--- src/rtl/branch_predecode_pkg.sv ---
// Shared RV32I decode helpers and default sizing for the branch predecoder.
package rv32i_types;
    localparam logic [6:0] op_b_jal  = 7'b1101111;
    localparam logic [6:0] op_b_jalr = 7'b1100111;
    localparam logic [6:0] op_b_br   = 7'b1100011;

    function automatic logic is_link(input logic [4:0] r);
        return (r == 5'd1) || (r == 5'd5);
    endfunction

    function automatic logic [31:0] imm_j(input logic [31:0] i);
        return {{12{i[31]}}, i[19:12], i[20], i[30:21], 1'b0};
    endfunction

    function automatic logic [31:0] imm_b(input logic [31:0] i);
        return {{20{i[31]}}, i[7], i[30:25], i[11:8], 1'b0};
    endfunction
endpackage

package params;
    localparam int BHT_DEPTH_DEF = 64;
    localparam int RAS_DEPTH_DEF = 8;
endpackage

--- src/rtl/branch_predecode_ras.sv ---
// Circular return-address stack; only built when BRID_RAS_EN is defined.
`ifdef BRID_RAS_EN
module return_addr_stack #(
    parameter int DEPTH = params::RAS_DEPTH_DEF
) (
    input  logic        clk,
    input  logic        rst,
    input  logic        push,
    input  logic        pop,
    input  logic        flush,
    input  logic [31:0] push_addr,
    output logic [31:0] top,
    output logic        empty
);
    localparam int PW = $clog2(DEPTH);
    localparam logic [PW-1:0] ONE  = 1;
    localparam logic [PW:0]   FULL = (PW+1)'(DEPTH);

    logic [31:0]   mem [DEPTH];
    logic [PW-1:0] ptr;
    logic [PW-1:0] ptr_m1;
    logic [PW:0]   cnt;
    logic          pop_eff;

    assign ptr_m1  = ptr - ONE;
    assign empty   = (cnt == '0);
    assign top     = mem[ptr_m1];
    assign pop_eff = pop && !empty;

    // Entries are deliberately left unreset; count/pointer alone define validity.
    always_ff @(posedge clk) begin
        if (!flush) begin
            if (push && pop_eff)
                mem[ptr_m1] <= push_addr;
            else if (push)
                mem[ptr] <= push_addr;
        end
    end

    // When full, ptr already addresses the oldest entry, so a push overwrites it.
    always_ff @(posedge clk or posedge rst) begin
        if (rst) begin
            ptr <= '0;
            cnt <= '0;
        end else if (flush) begin
            ptr <= '0;
            cnt <= '0;
        end else if (push && pop_eff) begin
            ptr <= ptr;
        end else if (push) begin
            ptr <= ptr + ONE;
            if (cnt != FULL)
                cnt <= cnt + 1'b1;
        end else if (pop_eff) begin
            ptr <= ptr_m1;
            cnt <= cnt - 1'b1;
        end
    end
endmodule
`endif

--- src/rtl/branch_predecode.sv ---
// Zero-latency fetch-side branch predictor: BHT for conditionals, JAL always taken,
// optional return-address stack enabled by BRID_RAS_EN.
module branch_predecode
    import rv32i_types::*;
#(
    parameter int BHT_DEPTH = params::BHT_DEPTH_DEF,
    parameter int RAS_DEPTH = params::RAS_DEPTH_DEF
) (
    input  logic        clk,
    input  logic        rst,
    input  logic        fetch_enqueue,
    input  logic [31:0] iq_wdata,
    input  logic [31:0] pc,
    input  logic        flush,
    input  logic        upd_valid,
    input  logic [31:0] upd_pc,
    input  logic        upd_taken,
    output logic        bp_is_taken,
    output logic [31:0] pc_br_brid
);
    localparam int IW = $clog2(BHT_DEPTH);

    logic [1:0]    bht [BHT_DEPTH];
    logic [IW-1:0] pred_idx;
    logic [IW-1:0] upd_idx;
    logic [6:0]    opcode;
    logic          taken;
    logic [31:0]   target;
    logic          unused_upd_bits;

    assign opcode          = iq_wdata[6:0];
    assign pred_idx        = pc[IW+1:2];
    assign upd_idx         = upd_pc[IW+1:2];
    assign unused_upd_bits = ^{upd_pc[31:IW+2], upd_pc[1:0]};

    always_ff @(posedge clk or posedge rst) begin
        if (rst) begin
            for (int i = 0; i < BHT_DEPTH; i++)
                bht[i] <= 2'b01;
        end else if (upd_valid) begin
            if (upd_taken && bht[upd_idx] != 2'b11)
                bht[upd_idx] <= bht[upd_idx] + 2'b01;
            else if (!upd_taken && bht[upd_idx] != 2'b00)
                bht[upd_idx] <= bht[upd_idx] - 2'b01;
        end
    end

`ifdef BRID_RAS_EN
    logic        ras_push;
    logic        ras_pop;
    logic [31:0] ras_top;
    logic        ras_empty;
    logic        rd_l;
    logic        rs_l;

    assign rd_l = is_link(iq_wdata[11:7]);
    assign rs_l = is_link(iq_wdata[19:15]);

    return_addr_stack #(.DEPTH(RAS_DEPTH)) u_ras (
        .clk       (clk),
        .rst       (rst),
        .push      (ras_push),
        .pop       (ras_pop),
        .flush     (flush),
        .push_addr (pc + 32'd4),
        .top       (ras_top),
        .empty     (ras_empty)
    );
`endif

    // flush suppresses both the prediction and any stack movement this cycle.
    always_comb begin
        taken  = 1'b0;
        target = '0;
`ifdef BRID_RAS_EN
        ras_push = 1'b0;
        ras_pop  = 1'b0;
`endif
        if (fetch_enqueue && !flush) begin
            case (opcode)
                op_b_jal: begin
                    taken  = 1'b1;
                    target = (pc + imm_j(iq_wdata)) & ~32'd1;
`ifdef BRID_RAS_EN
                    ras_push = rd_l;
`endif
                end
                op_b_br: begin
                    if (bht[pred_idx][1]) begin
                        taken  = 1'b1;
                        target = pc + imm_b(iq_wdata);
                    end
                end
                op_b_jalr: begin
`ifdef BRID_RAS_EN
                    if (rd_l && rs_l && iq_wdata[19:15] == iq_wdata[11:7]) begin
                        ras_push = 1'b1;
                    end else begin
                        if (rs_l && !ras_empty) begin
                            taken   = 1'b1;
                            target  = ras_top & ~32'd1;
                            ras_pop = 1'b1;
                        end
                        ras_push = rd_l;
                    end
`endif
                end
                default: ;
            endcase
        end
    end

    assign bp_is_taken = taken;
    assign pc_br_brid  = target;
endmodule

--- config.mk ---
export PLATFORM = sky130hd
export DESIGN_NAME = branch_predecode
export DESIGN_NICKNAME = d
export VERILOG_FILES = /design/src/rtl/branch_predecode_pkg.sv /design/src/rtl/branch_predecode_ras.sv /design/src/rtl/branch_predecode.sv
export SDC_FILE = /design/constraint.sdc
export NUM_CORES = 1
export LEC_CHECK = 0
export CAP_MARGIN = 10
export CORE_UTILIZATION = 43
export DETAILED_ROUTE_END_ITERATION = 8
export PLACE_DENSITY = 0.76
export SLEW_MARGIN = 10
export SYNTH_ARGS = -nofsm -noshare
export SYNTH_HDL_FRONTEND = slang
export SYNTH_SLANG_ARGS = --single-unit
--- constraint.sdc ---
create_clock -name clk -period 8.67 [get_ports clk]
set_input_delay 2.601 -clock clk [delete_from_list [all_inputs] [get_ports clk]]
set_output_delay 2.601 -clock clk [all_outputs]
set_load 0.01 [all_outputs]
# After elaboration in Yosys (flattened, before gate mapping)
# Index checks and enable logic that the tools add are counted.
[totals]
ramBits = 0
in_bits = 102
memories = 0
out_inout_bits = 33
register_bits = 128
latch_bits = 0
mem_bits_ro = 0
elab_cells = 103
[classes]
order_cmp = 3
n_addsub = 4
eq_ne = 3
bitwise = 2
shifts = 0
n_reduce_logical = 9
n_mul = 0
mux = 18
div = 0
[op_table]
columns = ["op", "n"]
rows = [
  ["bitwise mux 128 bit", 2],
  ["two-way mux 128 bit", 2],
  ["adder 32 bit", 2],
  ["two-way mux 32 bit", 2],
  ["case mux 32 bit (2 select lines)", 1],
  ["binary-select mux 2 bit (select 6 bit)", 2],
  ["== test 7 bit, second input constant", 2],
  [">= comparator 7 bit, second input constant", 2],
  ["NOT 6 -> 7 bit", 2],
  ["demux 2 bit (select 6 bit)", 1],
  ["two-way mux 2 bit", 5],
  ["< comparator 7 x 1 -> 1 bit, second input constant", 1],
  ["logical AND 1 bit", 4],
  ["nonzero test 2 bit", 2],
  ["adder 2 x 1 -> 2 bit, second input constant", 1],
  ["logical NOT 1 bit", 2],
  ["two-way mux 1 bit", 2],
  ["!= test 2 bit, second input constant", 1],
  ["case mux 1 bit (2 select lines)", 1],
  ["AND reduction 2 bit", 1],
  ["subtractor 2 x 1 -> 2 bit, second input constant", 1],
]

# Logic depth before layout (Yosys ltp)
# Gate-level depths: netlist (run 1).
[depth]
depth_word = 8
mapped_depth = 22
ltp_nobuf = 17

# Least setup slack after synthesis (run 1)
# OpenSTA, ideal clock, no wires.
[synth_timing]
path_kind = "input-to-output"
start = "input port pc[2]"
end = "output port pc_br_brid[25]"
path_buffers = 1
stages = 11
arrival_time_ns = 5.170
slack_ns = 0.899
t_required_ns = 6.069
cell_sequence = "buf_2 -> inv_1 -> fa_1 -> nand2b_1 -> a2111o_1 -> a211oi_1 -> o2111ai_1 -> a21o_1 -> a21oi_1 -> nor2_1 -> a2111o_1"
[synth_between]
elab_chain_cells = 7
word_cells_on_any_way = 9
classes_between = "2 x add/sub; 6 x mux; 1 x bitwise"
[synth_lines]
columns = ["item", "line_no", "rtl"]
rows = [
  ["start: declaration", "branch_predecode.sv:13", "input logic [31:0] pc,"],
  ["branches (longest 5 deep; another with adder 32 bit)", "--", ""],
  ["case mux 32 bit (2 select lines) *", "branch_predecode.sv:80", "case (opcode)"],
  ["two-way mux 32 bit *", "branch_predecode.sv:79", "if (fetch_enqueue && !flush) begin"],
  ["end: declaration", "branch_predecode.sv:19", "output logic [31:0] pc_br_brid"],
]
# Mark *: on every way between the ends. The select of a mux whose other input is x is not followed.

# Worst setup path after layout (run 1)
[layout_timing]
start = "input port pc[4]"
end = "output port pc_br_brid[20]"
# The elaborated chain is that of the path after synthesis.

==> results by group, run 1 <==
Status
  • Status: finished, final reports clean

Floorplanning
  • Die height: ~160 um
  • Num ports: approximately 140
  • Rows: 55
  • Width of the die: 155 um
  • Initial Util: between 40% and 50%
  • Core outline area: around 23000 um^2
  • Die area: around 24000 um^2

Setup path
  • Crit path capture type: output pin
  • Max FO, Critical Path: 11
  • Req. time, crit path: a little over 6000 ps
  • Crit Path Class: in -> out
  • Critical Path Source Type: input pin
  • Arrival time worst endpoint: approximately 6000 ps

Timing
  • Crit path time final: between 8000 and 9000 ps
  • Final setup viols: 0
  • Crit share post-route: between 90% and 100%
  • Setup_tns: 0 ps
  • Max Freq: 116 MHz
  • Rel. slew slack: 29.7%
  • RSZ-0062 raised after global routing: no
  • Worst slew pin tran: around 1100 ps
  • Count of final max-slew check failures: 0
  • Worst Clk Skew: 6.08 ps
  • Hold Vio Cnt, Final: 0
  • Worst hold slack: approximately 540 ps

Final layout
  • ANT cells: 0
  • Share of layout cells above drive strength 1: between 20 and 30%
  • Final #Nets: around 1400
  • FILL cells: roughly 2000
  • Final instance area: about 13000 um^2
  • Most common cell after layout, fill and taps aside: mux2_2
  • Final Util: between 50% and 60%
  • Area grow syn2layout: 24.2%
  • Most frequent cells in the layout: mux2_2 (133), nor2_1 (123), clkdlybuf4s50_1 (96)

Route
  • Pre-antenna DRT Iters: 6
  • Routed wire per std cell: a little over 20 um
  • Total number of vias: ~9500
  • ANT nets after route: 0
  • Routed WL: around 32 mm
  • Vias/cell: between 6 and 7
  • DR DRC count: 0
  • First DRT Iteration DRCs: around 850

CTS
  • Longest Clk Path Bufs: 2
  • Clock Latency Late Sink: ~420 ps
  • CTS tree: built
  • Register clock-pin slew on the reported worst setup and hold paths: about 50 ps
  • Clk sinks: roughly 130
  • H-Tree Depth: 4
  • CTS Hold Bufs: 0
  • Root buffer cell: clkbuf_16
  • CTS Buf Count: 17

Yosys
  • Cell variety after synth: 73
  • #FFs+latches synth: between 100 and 150
  • Synth top area share: about 17%
  • Syn Nets: about 1200
  • Top cells by area, synth: dfstp_2 (17%), dfrtp_1 (16%), mux2_2 (15%)
  • Yosys warns: 0
  • Async set-reset flop share out of synthesis: 100%
  • EDFF count, synth: 0
  • Syn Inst Count: 1067
  • Most area-hungry cell type in the Yosys netlist: dfstp_2
  • Mean Syn Cell Area: between 9 and 10 um^2
  • Register area share after synthesis: between 30% and 40%
  • Main synth FF type: dfstp_2
  • Post-Syn Area: 10100 um^2

Placed design
  • DP Area: about 12000 um^2
  • Routability cong.: 0.987
  • I/O Buffers: 108
  • DP Wirelength: approximately 22 mm

Global route
  • First-pass GRT wire length: about 50 mm
  • Gr usage total: 26.4%
  • Vias in the first global route: approximately 9400
  • Pin count of the biggest net entering global routing: slightly below 80
  • GRT overflow: 0
  • Antenna violations before repair: 1

Pwr
  • Reg power frac: a little under two fifths
  • Pwr per Cell Area: 162 nW/um^2
  • P_leak: 5.22 nW
  • Int Pwr: around 1.4 mW
  • Sw power: just over 0.6 mW
  • Clock Power Share: 35.3%
  • Switching Share: approximately 30%
  • Share of total power in combinational logic: between 20% and 30%
  • Maximum vdd drop: 0.196 mV

Flow run
  • Maxcap violations: 0

Hold path
  • Hold Crit Class: reg -> reg
[per-layer routing]
metal  vias up  share of wire [%]  routed length, um  track usage, %
met3        98                9.3               2940            4.29
met4         2                3.3               1060            10.9
li1       4290                  -                  -               -
met5         -              0.041                 13               0
met1      4627                 41              13100            35.2
met2       517                 46              14500            42.6
[worst max-delay path, cell delays in order]
cell and delay, ps:
clkdlybuf4s50_1 510, buf_12 170, mux4_1 560, mux4_2 510, nor2b_4 160, o211ai_4 210
buf_4 180, a211o_4 190, buf_4 180, o22a_1 150, a21oi_1 80, clkdlybuf4s50_1 490
[logic make-up (layout without fill, tap and decap cells)]
group | after synthesis | count (layout) | share of synthesized area (%)
AND/OR/NAND/NOR | 314 | 314 | 14.6
AO/OA/AOI/OAI | 290 | 291 | 19.8
multiplexers | 171 | 171 | 21.1
flip-flops | 128 | 128 | 32.5
buffers and inverters | 95 | 243 | 4.23
adder cells (fa/ha/maj) | 47 | 47 | 5.96
XOR/XNOR | 22 | 22 | 1.91
[cell type report]
cell class                      instances  area, um^2  share of cell area (%)
Tap cell                              313         392                    3.12
Clock buffer                           20         447                    3.56
Clock inverter                         12         141                    1.13
Sequential cell                       128        3280                    26.1
Multi-Input combinational cell        845        6500                    51.7
Inverter                               28         108                   0.856
Timing Repair Buffer                  183        1700                    13.5
[stage by stage]
step | setup slack [ps] | cells | power (mW)
final | 54.8 | 1529 | 2.03
after global routing | 0.811 | 1529 | 2.11
after CTS | 17.8 | 1529 | 2.02
after detailed placement | -203 | 1495 | 1.30
after global placement | -176 | 1495 | 1.29
after floorplan | 899 | 1067 | 1.10
[Yosys cell counts (15+ instances only)]
cell type	n
nor2_1	123
a21o_1	18
mux2_2	133
o21ai_0	30
dfrtp_1	64
a22oi_1	48
nand4_1	16
dfstp_2	64
mux2i_1	19
ha_1	45
nand3_1	36
inv_1	28
a21oi_1	79
nand2_1	63
mux4_2	15
clkbuf_1	42
[power by group through the flow]
stage | clock network (mW) | registers (mW) | logic [mW]
6_report | 0.716 | 0.767 | 0.547
5_1_grt | 0.745 | 0.776 | 0.591
4_1_cts | 0.717 | 0.765 | 0.535
3_5_place_dp | 0 | 0.771 | 0.531
3_3_place_gp | 0 | 0.765 | 0.521
2_1_floorplan | 0 | 0.746 | 0.357
[path summary, 6_finish.rpt]
check                                  to  depth (start not counted)  slack, ps       from
min in group asynchronous         bht[51]                          2       2620        rst
max                        pc_br_brid[20]                         12         50      pc[4]
min reg2reg                       bht[89]                          1        540    bht[89]
max reg2reg                      bht[103]                         15       4890  flip-flop
min                               bht[89]                          1        540    bht[89]
max in group asynchronous         bht[69]                          3       4650        rst
[timing repair]
item                       4_1_cts  5_1_grt
pin swaps                        3        3
setup endpoints to repair       12       14
resized for setup               14       16
gates cloned                     1        0
setup buffers                    1        0
No activity file was read; power rests on OpenSTA's default activity.
==> inputs of run 2 (changes only) <==
CORE_MARGIN = 10   (was default)
HOLD_SLACK_MARGIN = 0.15   (was default)
==> run 2 against run 1 <==
Against the previous run: non-clock buffer count grew 5; flip-flop and latch count did not move; hold slack worse by 0.82 ps; cell area is 0.40% higher; critical path type unchanged.
==> results by group, run 2 (same netlist as run 1, synthesis figures left out) <==
Status
  • Status: finished, final reports clean

Setup path
  • Arrival time worst endpoint: 6000 ps (about the same)
  • Crit Path Class: in -> out
  • Req. time, crit path: 6070 ps (about the same)
  • Crit path capture type: output pin
  • Max FO, Critical Path: 11 (unchanged)
  • Critical Path Source Type: input pin

Timing
  • Max Freq: 116 MHz (+0.12%)
  • Crit path time final: 8610 ps (-10.1 ps)
  • Count of final max-slew check failures: 0 (unchanged)
  • Final setup viols: 0 (unchanged)
  • Worst slew pin tran: 1100 ps (+53.8 ps)
  • Worst hold slack: 536 ps (-0.819 ps)
  • RSZ-0062 raised after global routing: yes
  • Worst Clk Skew: 8.97 ps (+2.89 ps)
  • Rel. slew slack: 26.1% (-3.6 points)
  • Setup_tns: 0 ps (unchanged)
  • Crit share post-route: 99.3% (-0.12 points)
  • Hold Vio Cnt, Final: 0 (unchanged)

Floorplanning
  • Rows: 56 (+1.8%)
  • Initial Util: 43.3% (-0.92 points)
  • Core outline area: 23300 um^2 (+2.1%)
  • Die height: 173 um (+12%)
  • Die area: 30100 um^2 (+25%)
  • Width of the die: 173 um (+12%)
  • Num ports: 135 (unchanged)

Global route
  • Antenna violations before repair: 0 (-1)
  • GRT overflow: 0 (unchanged)
  • First-pass GRT wire length: 50.5 mm (+0.78%)
  • Pin count of the biggest net entering global routing: 85 (+10%)
  • Vias in the first global route: 9444 (+0.65%)
  • Gr usage total: 20.7% (-5.7 points)

Route
  • Routed wire per std cell: 21.1 um (+1.8%)
  • Total number of vias: 9521 (-0.14%)
  • DR DRC count: 0 (unchanged)
  • Routed WL: 32.4 mm (+2.5%)
  • First DRT Iteration DRCs: 1235 (+46%)
  • ANT nets after route: 0 (unchanged)
  • Vias/cell: 6.19 (-0.79%)
  • Pre-antenna DRT Iters: 8 (+2)

Final layout
  • Multi-input logic area: 6520 um^2 (+0.31%)
  • ANT cells: 0 (unchanged)
  • Final #Nets: 1356 (+0.30%)
  • Most common cell after layout, fill and taps aside: mux2_2
  • Share of layout cells above drive strength 1: 28.7% (+0.32 points)
  • FF+latch area: 3280 um^2 (unchanged)
  • FILL cells: 2019 (+1.3%)
  • Area grow syn2layout: 24.7%
  • Most frequent cells in the layout: mux2_2 (133), nor2_1 (122), clkdlybuf4s50_1 (91)
  • Final instance area: 12600 um^2 (+0.40%)
  • Non-filler cells, final: 1539 (+0.65%)

Pwr
  • P_leak: 5.30 nW (+1.6%)
  • Pwr per Cell Area: 161 nW/um^2 (-0.43%)
  • Maximum vdd drop: 0.172 mV (-12%)
  • Final Power: 2.03 mW (about the same)

CTS
  • Clock Latency Late Sink: 430 ps (about the same)
  • H-Tree Depth: 4 (unchanged)
  • CTS Buf Count: 17 (unchanged)
  • Clk sinks: 128 (unchanged)
  • Longest Clk Path Bufs: 2 (unchanged)
  • CTS tree: built
  • Register clock-pin slew on the reported worst setup and hold paths: 60 ps (about the same)
  • Root buffer cell: clkbuf_16

Placed design
  • Dpl cells: 1500 (+0.33%)
  • Routability cong.: 0.941 (-4.6%)
  • I/O Buffers: 108 (unchanged)
  • DP Wirelength: 23.4 mm (+4.1%)
  • DP Area: 11900 um^2 (-0.21%)

Flow run
  • Maxcap violations: 0 (unchanged)

Hold path
  • Hold Crit Class: reg -> reg
[run 2: metrics by stage]
stage / utilization, % / worst slack [ps]
after floorplan: - / 899
after global placement: 50.9 / -214
after detailed placement: 50.9 / -254
after CTS: 53.6 / 2.62
after global routing: 54.1 / -44.2
final: 54.1 / 64.9
[run 2: area by class of cell]
| type | instances | share of cell area, % |
|---|---|---|
| timing repair buffer | 188 | 13.6 |
| clock buffer | 26 | 3.80 |
| inverter | 28 | 0.853 |
| sequential | 128 | 26.0 |
| clock inverter | 6 | 0.833 |
| multi-input combinational | 844 | 51.7 |
| tap | 319 | 3.16 |
[run 2: worst paths after layout]
| path | slack (ps) | cells past startpoint | from | to |
|---|---|---|---|---|
| max in group asynchronous | 4770 | 3 | rst | async pin |
| setup reg to reg | 4620 | 15 | flip-flop | bht[111] |
| min in group asynchronous | 2780 | 2 | rst | bht[25] |
| hold reg to reg | 540 | 1 | bht[5] | bht[5] |
| setup / recovery | 60 | 12 | pc[4] | pc_br_brid[20] |
| hold / removal | 540 | 1 | bht[5] | bht[5] |
[run 2: critical path, stage by stage]
cell and delay [ps]:
clkdlybuf4s50_1 500, buf_12 160, mux4_1 610, mux4_2 530, nor2b_4 160, o211ai_4 230
a211o_4 260, buf_4 160, buf_4 110, o22a_1 120, a21oi_1 60, clkdlybuf4s50_1 490
[run 2: what timing repair did]
action,4_1_cts,5_1_grt
gates cloned,0,0
endpoints found under the setup margin,12,19
setup buffers,3,4
hold buffers,0,0
resized for setup,18,30
pin swaps,2,9
[run 2: where the power goes]
part / total [mW] / switching (mW) / internal (mW)
combinational: 0.548 / 0.294 / 0.253
sequential: 0.764 / 0.0591 / 0.705
clock: 0.718 / 0.252 / 0.466
[run 2: routing by layer]
metal  vias up  track usage (%)  part of all wire (%)
li1       4289                -                     -
met3        97             4.03                   8.4
met2       514             32.8                    46
met4         0             9.59                   3.3
met1      4621             26.7                    42
met5         -                0                     0
==> inputs of run 3 (changes only) <==
GPL_ROUTABILITY_DRIVEN = 0   (was default)
==> run 3 against run 2 <==
Against the previous run: critical path depth grew 3; combinational power about the same; fmax rose by 0.35%; routed wire length up 0.47%; flip-flop and latch count did not move; via count is 0.15% higher; global-route usage barely moved; die area unchanged; cell area increased by 0.58%; critical endpoint is now pc_br_brid[27]; largest power group unchanged; highest routed layer unchanged.
==> results by group, run 3 (same netlist as run 1, synthesis figures left out) <==
Floorplanning
  • Initial Util: 43.3% (unchanged)
  • Die height: 173 um (unchanged)
  • Num ports: 135 (unchanged)
  • Core outline area: 23300 um^2 (unchanged)
  • Die area: 30100 um^2 (unchanged)
  • Rows: 56 (unchanged)
  • Width of the die: 173 um (unchanged)

Flow run
  • Maxcap violations: 0 (unchanged)

Setup path
  • Crit Path Class: in -> out
  • Req. time, crit path: 6070 ps (about the same)
  • Arrival time worst endpoint: 5970 ps (-30 ps)
  • Max FO, Critical Path: 3 (-8)
  • Critical Path Source Type: input pin
  • Crit path capture type: output pin

Route
  • Total number of vias: 9535 (+0.15%)
  • ANT nets after route: 0 (unchanged)
  • Vias/cell: 6.19 (about the same)
  • DR DRC count: 0 (unchanged)
  • Routed wire per std cell: 21.1 um (+0.34%)
  • Pre-antenna DRT Iters: 6 (-2)
  • First DRT Iteration DRCs: 1146 (-7.2%)
  • Routed WL: 32.6 mm (+0.47%)

Timing
  • Final setup viols: 0 (unchanged)
  • Crit share post-route: 98.9% (-0.35 points)
  • Crit path time final: 8570 ps (-30.3 ps)
  • Max Freq: 117 MHz (+0.35%)
  • Worst slew pin tran: 1030 ps (-73.8 ps)
  • Worst Clk Skew: 9.30 ps (+0.332 ps)
  • Count of final max-slew check failures: 0 (unchanged)
  • Hold Vio Cnt, Final: 0 (unchanged)
  • Worst setup margin: 95.2 ps (+30.3 ps)
  • Rel. slew slack: 31.0% (+4.9 points)
  • Worst hold slack: 539 ps (+2.15 ps)

Pwr
  • Pwr per Cell Area: 161 nW/um^2 (about the same)
  • Final Power: 2.04 mW (+0.59%)
  • Maximum vdd drop: 0.173 mV (+0.62%)
  • P_leak: 5.38 nW (+1.4%)

Final layout
  • Final #Nets: 1358 (+0.15%)
  • Final Util: 54.4% (+0.31 points)
  • Most common cell after layout, fill and taps aside: mux2_2
  • ANT cells: 0 (unchanged)
  • Area grow syn2layout: 25.4%
  • Share of layout cells above drive strength 1: 29.6% (+0.94 points)
  • FILL cells: 2043 (+1.2%)
  • Non-filler cells, final: 1541 (+0.13%)
  • Most frequent cells in the layout: mux2_2 (133), nor2_1 (123), clkdlybuf4s50_1 (88)

CTS
  • Clk sinks: 128 (unchanged)
  • CTS Buf Count: 17 (unchanged)
  • Root buffer cell: clkbuf_16
  • CTS Hold Bufs: 0 (unchanged)
  • H-Tree Depth: 4 (unchanged)
  • CTS tree: built
  • Longest Clk Path Bufs: 2 (unchanged)
  • Register clock-pin slew on the reported worst setup and hold paths: 50 ps (about the same)
  • Clock Latency Late Sink: 430 ps (about the same)

Global route
  • Pin count of the biggest net entering global routing: 68 (-20%)
  • Antenna violations before repair: 0 (unchanged)
  • GRT overflow: 0 (unchanged)
  • Gr usage total: 20.7% (-0.037 points)
  • Vias in the first global route: 9446 (+0.021%)
  • First-pass GRT wire length: 50.8 mm (+0.52%)

Placed design
  • DP Wirelength: 23.3 mm (about the same)
  • DP Worst Slack: -258 ps (-4.06 ps)
  • I/O Buffers: 108 (unchanged)
  • Dpl cells: 1498 (-0.13%)

Status
  • Status: finished, final reports clean

Hold path
  • Hold Crit Class: reg -> reg
==> run 3: changes by cell type in the layout (fill, tap and decap cells not counted), moves of 2 or more <==
cell,delta
a21oi_2,+3
dlymetal6s2s_1,+4
clkdlybuf4s50_1,-3
a21oi_1,-2
clkbuf_1,-4
clkbuf_8,+5
o21ai_1,-2
==> run 3: worst paths after layout <==
path | startpoint | slack [ps] | cells after the start | endpoint
hold reg to reg | bht[121] | 540 | 1 | bht[121]
setup / recovery | iq_wdata[8] | 100 | 15 | pc_br_brid[27]
min in group asynchronous | rst | 2660 | 2 | bht[49]
max in group asynchronous | rst | 4710 | 3 | bht[115]
hold / removal | bht[121] | 540 | 1 | bht[121]
setup reg to reg | flip-flop | 4680 | 15 | bht[107]
==> run 3: area by class of cell <==
class	count	area, um^2	area share (%)
Clock buffer	27	533	4.20
Sequential cell	128	3280	25.9
Clock inverter	5	75.1	0.592
Inverter	28	108	0.848
Multi-Input combinational cell	845	6550	51.6
Tap cell	319	399	3.15
Timing Repair Buffer	189	1740	13.7
==> run 3: metrics by stage <==
stage                     cell area, um^2  TNS (ps)
final                               12700         0
after global routing                12700     -67.9
after CTS                           12500      -116
after detailed placement            11900     -1100
after global placement              11900      -780
after floorplan                     10100         0
==> run 3: power breakdown <==
part / switching (mW) / leakage (nW) / internal, mW
clock network: 0.251 / 0.303 / 0.475
registers: 0.0602 / 1.53 / 0.705
logic: 0.296 / 3.54 / 0.254
total: 0.608 / 5.38 / 1.43
==> run 3: repair_timing <==
action	CTS	global route
gates cloned	0	1
gates resized for setup	14	39
pin swaps	3	12
setup buffers	3	7
endpoints found under the setup margin	12	27
==> run 3: critical path, cell delays in order <==
cell,delay [ps]
clkdlybuf4s50_1,470
ha_2,200
inv_1,60
fa_2,340
nand2b_4,150
a2111o_1,480
a211oi_2,240
buf_4,150
buf_4,110
o31a_1,210
o211ai_1,170
a211oi_2,250
or4_1,140
nand4_1,90
dlygate4sd2_1,310
==> run 3: per-layer routing <==
metal / part of all wire, % / track usage (%) / routed length, um
met3: 8.5 / 3.94 / 2750
met2: 47 / 33.6 / 15200
met4: 3.0 / 7.76 / 982
met1: 42 / 26.7 / 13600
met5: 0 / 0 / 0
